## src/rtl/if_decision_arbiter_if.sv

```systemverilog
// Requester-side bundle for if_decision_arbiter: decision inputs, grant handshake
// and the debug violation counters.
interface if_decision_arbiter_if #(
  parameter int unsigned N  = 4,
  parameter int unsigned CW = 8
);
  logic [1:0]    mode;
  logic          else_en;
  logic          eval;
  logic [N-1:0]  req;
  logic          done;
  logic [N-1:0]  gnt;
  logic          gnt_valid;
  logic          gnt_else;
  logic          err_multi;
  logic          err_none;
  logic [CW-1:0] multi_cnt;
  logic [CW-1:0] none_cnt;

  modport master (
    output mode, else_en, eval, req, done,
    input  gnt, gnt_valid, gnt_else, err_multi, err_none, multi_cnt, none_cnt
  );

  modport slave (
    input  mode, else_en, eval, req, done,
    output gnt, gnt_valid, gnt_else, err_multi, err_none, multi_cnt, none_cnt
  );
endinterface

```

## src/rtl/if_decision_arbiter.sv

```systemverilog
// Evaluates priority/unique/unique0 if-rules on a request vector, grants the first
// true condition until done, and reports/counts qualifier violations.
module if_decision_arbiter #(
  parameter int unsigned N  = 4,
  parameter int unsigned CW = 8
) (
  input logic                clk,
  input logic                rst_n,
  if_decision_arbiter_if.slave bus
);

  typedef enum logic [0:0] {StIdle, StGrant} state_e;

  localparam logic [N-1:0]  ReqOne = N'(1);
  localparam logic [CW-1:0] CntOne = CW'(1);
  localparam logic [CW-1:0] CntMax = '1;

  state_e        state_q;
  logic [N-1:0]  gnt_q;
  logic          gnt_valid_q;
  logic          gnt_else_q;
  logic          err_multi_q;
  logic          err_none_q;
  logic [CW-1:0] multi_cnt_q;
  logic [CW-1:0] none_cnt_q;

  logic [N-1:0] req_lsb;
  logic         any_hit;
  logic         multi_hit;
  logic         is_strict;
  logic         is_unique0;
  logic         set_multi;
  logic         set_none;

  always_comb begin
    // Isolate the lowest set bit: x & -x.
    req_lsb    = bus.req & (~bus.req + ReqOne);
    any_hit    = |bus.req;
    multi_hit  = |(bus.req & (bus.req - ReqOne));
    is_strict  = (bus.mode == 2'd1) || (bus.mode == 2'd2);
    is_unique0 = (bus.mode == 2'd2);
    set_multi  = multi_hit && is_strict;
    // Reserved mode 3 falls in with priority: reports no-match.
    set_none   = !any_hit && !bus.else_en && !is_unique0;
  end

  always_ff @(posedge clk or negedge rst_n) begin
    if (!rst_n) begin
      state_q     <= StIdle;
      gnt_q       <= '0;
      gnt_valid_q <= 1'b0;
      gnt_else_q  <= 1'b0;
      err_multi_q <= 1'b0;
      err_none_q  <= 1'b0;
      multi_cnt_q <= '0;
      none_cnt_q  <= '0;
    end else begin
      gnt_else_q  <= 1'b0;
      err_multi_q <= 1'b0;
      err_none_q  <= 1'b0;
      unique case (state_q)
        StIdle: begin
          if (bus.eval) begin
            if (any_hit) begin
              gnt_q       <= req_lsb;
              gnt_valid_q <= 1'b1;
              state_q     <= StGrant;
            end else if (bus.else_en) begin
              gnt_else_q <= 1'b1;
            end
            err_multi_q <= set_multi;
            err_none_q  <= set_none;
            if (set_multi && (multi_cnt_q != CntMax)) multi_cnt_q <= multi_cnt_q + CntOne;
            if (set_none && (none_cnt_q != CntMax)) none_cnt_q <= none_cnt_q + CntOne;
          end
        end
        StGrant: begin
          if (bus.done) begin
            gnt_q       <= '0;
            gnt_valid_q <= 1'b0;
            state_q     <= StIdle;
          end
        end
        default: state_q <= StIdle;
      endcase
    end
  end

  assign bus.gnt       = gnt_q;
  assign bus.gnt_valid = gnt_valid_q;
  assign bus.gnt_else  = gnt_else_q;
  assign bus.err_multi = err_multi_q;
  assign bus.err_none  = err_none_q;
  assign bus.multi_cnt = multi_cnt_q;
  assign bus.none_cnt  = none_cnt_q;

endmodule

```

## src/flat_wrapper.sv

```systemverilog
// flat-port wrapper written by rule: the top's interface ports become plain ports
module if_decision_arbiter_flat 
#(
  parameter int unsigned N  = 4,
  parameter int unsigned CW = 8
)
  (clk, rst_n, bus_mode, bus_else_en, bus_eval, bus_req, bus_done, bus_gnt, bus_gnt_valid, bus_gnt_else, bus_err_multi, bus_err_none, bus_multi_cnt, bus_none_cnt);
  if_decision_arbiter_if #(.N(N), .CW(CW)) bus_i ();
  input logic clk;
  input logic rst_n;
  input wire logic [$bits(bus_i.mode)-1:0] bus_mode;
  input wire logic [$bits(bus_i.else_en)-1:0] bus_else_en;
  input wire logic [$bits(bus_i.eval)-1:0] bus_eval;
  input wire logic [$bits(bus_i.req)-1:0] bus_req;
  input wire logic [$bits(bus_i.done)-1:0] bus_done;
  output wire logic [$bits(bus_i.gnt)-1:0] bus_gnt;
  output wire logic [$bits(bus_i.gnt_valid)-1:0] bus_gnt_valid;
  output wire logic [$bits(bus_i.gnt_else)-1:0] bus_gnt_else;
  output wire logic [$bits(bus_i.err_multi)-1:0] bus_err_multi;
  output wire logic [$bits(bus_i.err_none)-1:0] bus_err_none;
  output wire logic [$bits(bus_i.multi_cnt)-1:0] bus_multi_cnt;
  output wire logic [$bits(bus_i.none_cnt)-1:0] bus_none_cnt;
  assign bus_i.mode = bus_mode;
  assign bus_i.else_en = bus_else_en;
  assign bus_i.eval = bus_eval;
  assign bus_i.req = bus_req;
  assign bus_i.done = bus_done;
  assign bus_gnt = bus_i.gnt;
  assign bus_gnt_valid = bus_i.gnt_valid;
  assign bus_gnt_else = bus_i.gnt_else;
  assign bus_err_multi = bus_i.err_multi;
  assign bus_err_none = bus_i.err_none;
  assign bus_multi_cnt = bus_i.multi_cnt;
  assign bus_none_cnt = bus_i.none_cnt;
  if_decision_arbiter #(.N(N), .CW(CW)) u_core (.clk(clk), .rst_n(rst_n), .bus(bus_i));
endmodule
```

## config.mk

```make
export PLATFORM = sky130hd
export DESIGN_NAME = if_decision_arbiter_flat
export DESIGN_NICKNAME = d
export VERILOG_FILES = /design/src/rtl/if_decision_arbiter_if.sv /design/src/rtl/if_decision_arbiter.sv /design/src/flat_wrapper.sv
export SDC_FILE = /design/constraint.sdc
export NUM_CORES = 1
export LEC_CHECK = 0
export CAP_MARGIN = 20
export CORE_AREA = 8 8 63 65
export DETAILED_ROUTE_END_ITERATION = 16
export DIE_AREA = 0 0 71 73
export PLACE_DENSITY_LB_ADDON = 0.15
export SYNTH_ARGS = -nofsm -noshare
export SYNTH_HDL_FRONTEND = slang
export SYNTH_SLANG_ARGS = --single-unit
```

## constraint.sdc

```tcl
create_clock -name clk -period 1.85 [get_ports clk]
set_clock_uncertainty 0.2 [all_clocks]
set_input_delay 0.4625 -clock clk [delete_from_list [all_inputs] [get_ports clk]]
set_output_delay 0.4625 -clock clk [all_outputs]
set_load 0.01 [all_outputs]
```

==> flow_summary.yaml <==
logic_synthesis:
  synth_most_common_cell: "dfrtp_1"
  yosysUniqueCellTypes: 30
  synth_warnings: 0
  ys.flop_type: "dfrtp_1"
  netlist.area_leader.share_pct: 53.88
  syn_area_per_cell_um2: 11.50
  netlist_top_cells_count: "dfrtp_1, xor2_1, nor3_1"
  synth_top_area_cell: "dfrtp_1"
  syn_inst: 101
  synthTopCellsByArea: "dfrtp_1, xor2_1, ha_1"
  synth-edff-count: 0
  yosysSeqAreaShare_pct: 53.88
  synth_area_um2: 1161
  synthesis.nets: 115
  synth_async_sr_flop_share_pct: 100.0
  ys_ff_latch: 25
floorplanning:
  die_w_um: 71
  ioPinCount: 35
  die_y_um: 73
  core_area_um2: 2953
  row_count: 20
  start_util_pct: 39.32
  dieArea_um2: 5183
clock_network:
  clock_path_buffers: 2
  cts_tree: "built"
  cts_sinks: 25
  root_buffer: "clkbuf_4"
  numCtsBuffers: 3
  clkTransAtPathRegs_ns: 0.14
  cts_max_level: 1
  clk_latency_ns: 0.31
drt:
  totalWireLength_mm: 2.964
  dr_total_vias: 1054
  drc: 0
  first_pass_iters: 2
  drt-wirelength-per-cell_um: 14.46
  routed_via_density: 5.141
  antenna_left: 0
  first_iter_violations: 38
global_routing:
  grt_usage_pct: 11.50
  overflow: 0
  grt_pass1_vias: 1081
  grt_max_degree: 26
  grt_antenna_before_repair: 0
  grt_pass1_wl_mm: 4.885
power_and_ir_drop:
  powerDensity_nw_per_um2: 767.9
  ir_drop_mv: 0.3508
  total_power_mw: 1.456
  p_leak_nw: 0.9814
sta:
  hold_violations: 0
  final-max-slew-violation-count: 0
  setup_viol_count_final: 4
  max_freq_mhz: 525.7
  period_share_pct: 102.8
  period_needed_ns: 1.902
  worstMarginPinSlew_ns: 0.3391
  finalWorstSetupSlack_ns: -0.05218
  max_slew_margin_pct: 77.33
  tns_ns: -0.1068
  grt_setup_unrepaired: "yes"
critical_path:
  regToRegSetupSlack_ns: -0.05
  crit_chain: "nand2b_4, or4_4, nor2_4, mux2_4"
  required_ns: 1.86
  endpoint_kind: "flop"
  rr_worst_depth: 4
  cpLargestDelayFamily: "simple AND/OR/NAND/NOR gates"
  cpPeakStageDelay_ns: 0.62
  critPathBufInv: 0
  worst_path_max_delay_cell: "or4_4"
  regToRegStartpoint: "u_core.state_q$_DFF_PN0_"
  crit_arrival_ns: 1.91
  crit_type: "reg -> reg"
  r2r_end: "u_core.bus.multi_cnt[1]$_DFFE_PN0P_"
  cp_max_fo: 6
  cp-start-kind: "flop"
layout:
  antenna_cells: 0
  layout-drive-gt1-share_pct: 36.05
  stdcell_count: 205
  area_growth_syn_to_layout_pct: 63.25
  final.fill_count: 264
  nNetsFinal: 187
placement:
  post-dp-hpwl_mm: 2.095
  globalplace.congestion: 0.7970
  dp_cells: 183
  port_buffers: 34
min_path:
  hold_class: "in -> async"
status:
  run_status: "finished, violations left"
  violations: "setup timing"
run:
  cap_violations: 0
[power breakdown]
part,switching [mW],internal (mW),total (mW)
Combinational,0.263,0.283,0.545
Sequential,0.0443,0.624,0.669
Clock,0.161,0.0806,0.242
Total,0.468,0.988,1.46
[metal layers]
layer	part of all wire (%)	GRT usage, %	up-vias
met5	0	0	-
met4	0.94	4.157	0
met3	6.7	3.984	4
met2	49	19.46	27
met1	43	13.08	522
li1	-	-	501
[logic make-up (layout without fill, tap and decap cells)]
group | Yosys count | in the layout | synth area share (%)
fa+ha+maj | 3 | 3 | 3.233
simple gates | 37 | 37 | 19.07
compound gates | 14 | 14 | 9.591
flops | 25 | 25 | 53.88
mux | 2 | 2 | 1.940
buf+inv | 8 | 79 | 3.232
xor+xnor | 12 | 12 | 9.052
[layout make-up]
cell class / instances / area [µm²] / share of cell area, %
Inverter: 7 / 33.78 / 1.782
Clock inverter: 1 / 5.005 / 0.2640
Timing Repair Buffer: 68 / 564.3 / 29.77
Sequential cell: 25 / 629.4 / 33.20
Multi-Input combinational cell: 68 / 599.3 / 31.62
Tap cell: 33 / 41.29 / 2.178
Clock buffer: 3 / 22.52 / 1.188
[placed cells by master (no fill, tap or decap), types with 3 or more instances in the layout]
| master | count |
|---|---|
| dfrtp_1 | 22 |
| nor4_4 | 3 |
| nand4_1 | 4 |
| nand3_1 | 6 |
| nand2_1 | 4 |
| inv_1 | 5 |
| nor2_1 | 6 |
| buf_4 | 30 |
| buf_6 | 4 |
| nor3_1 | 3 |
| clkdlybuf4s50_1 | 3 |
| dfrtp_2 | 3 |
| dlygate4sd2_1 | 29 |
| xor2_1 | 11 |
| clkbuf_4 | 3 |
[stage by stage]
stage	instance area [µm²]	hold slack, ns	util [%]	setup WS (ns)
after floorplan	1187	-0.03309	-	-0.1959
after global placement	1678	0.2691	56.82	-0.7073
after detailed placement	1678	0.2768	56.82	-0.7459
after CTS	1836	0.2927	62.16	-0.07589
after global routing	1896	0.3179	64.19	-0.1183
final	1896	0.3054	64.19	-0.05218
[worst max-delay path by stage]
stage	start	end	cells after the start
after floorplan	bus_mode[1]	u_core.bus.multi_cnt[1]$_DFFE_PN0P_	5
after global placement	bus_mode[0]	u_core.bus.multi_cnt[7]$_DFFE_PN0P_	6
after detailed placement	bus_mode[0]	u_core.bus.multi_cnt[7]$_DFFE_PN0P_	6
after CTS	u_core.state_q$_DFF_PN0_	u_core.bus.multi_cnt[1]$_DFFE_PN0P_	4
after global routing	u_core.state_q$_DFF_PN0_	u_core.bus.multi_cnt[3]$_DFFE_PN0P_	5
final	u_core.state_q$_DFF_PN0_	u_core.bus.multi_cnt[1]$_DFFE_PN0P_	4
[state kept, by name, indices dropped and copies added (netlist names)]
name	flops
u_core.bus.multi_cnt	8
u_core.state_q	1
u_core.bus.err_none	1
u_core.bus.err_multi	1
u_core.bus.gnt_else	1
u_core.bus.gnt	4
u_core.bus.gnt_valid	1
u_core.bus.none_cnt	8
[what timing repair did]
action / 4_1_cts / 5_1_grt
buffers inserted: 16 / 2
hold buffers: 0 / 0
setup endpoints to repair: 45 / 14
pin swaps: 9 / 9
gates resized for setup: 49 / 9
No activity file was read; power rests on OpenSTA's default activity.
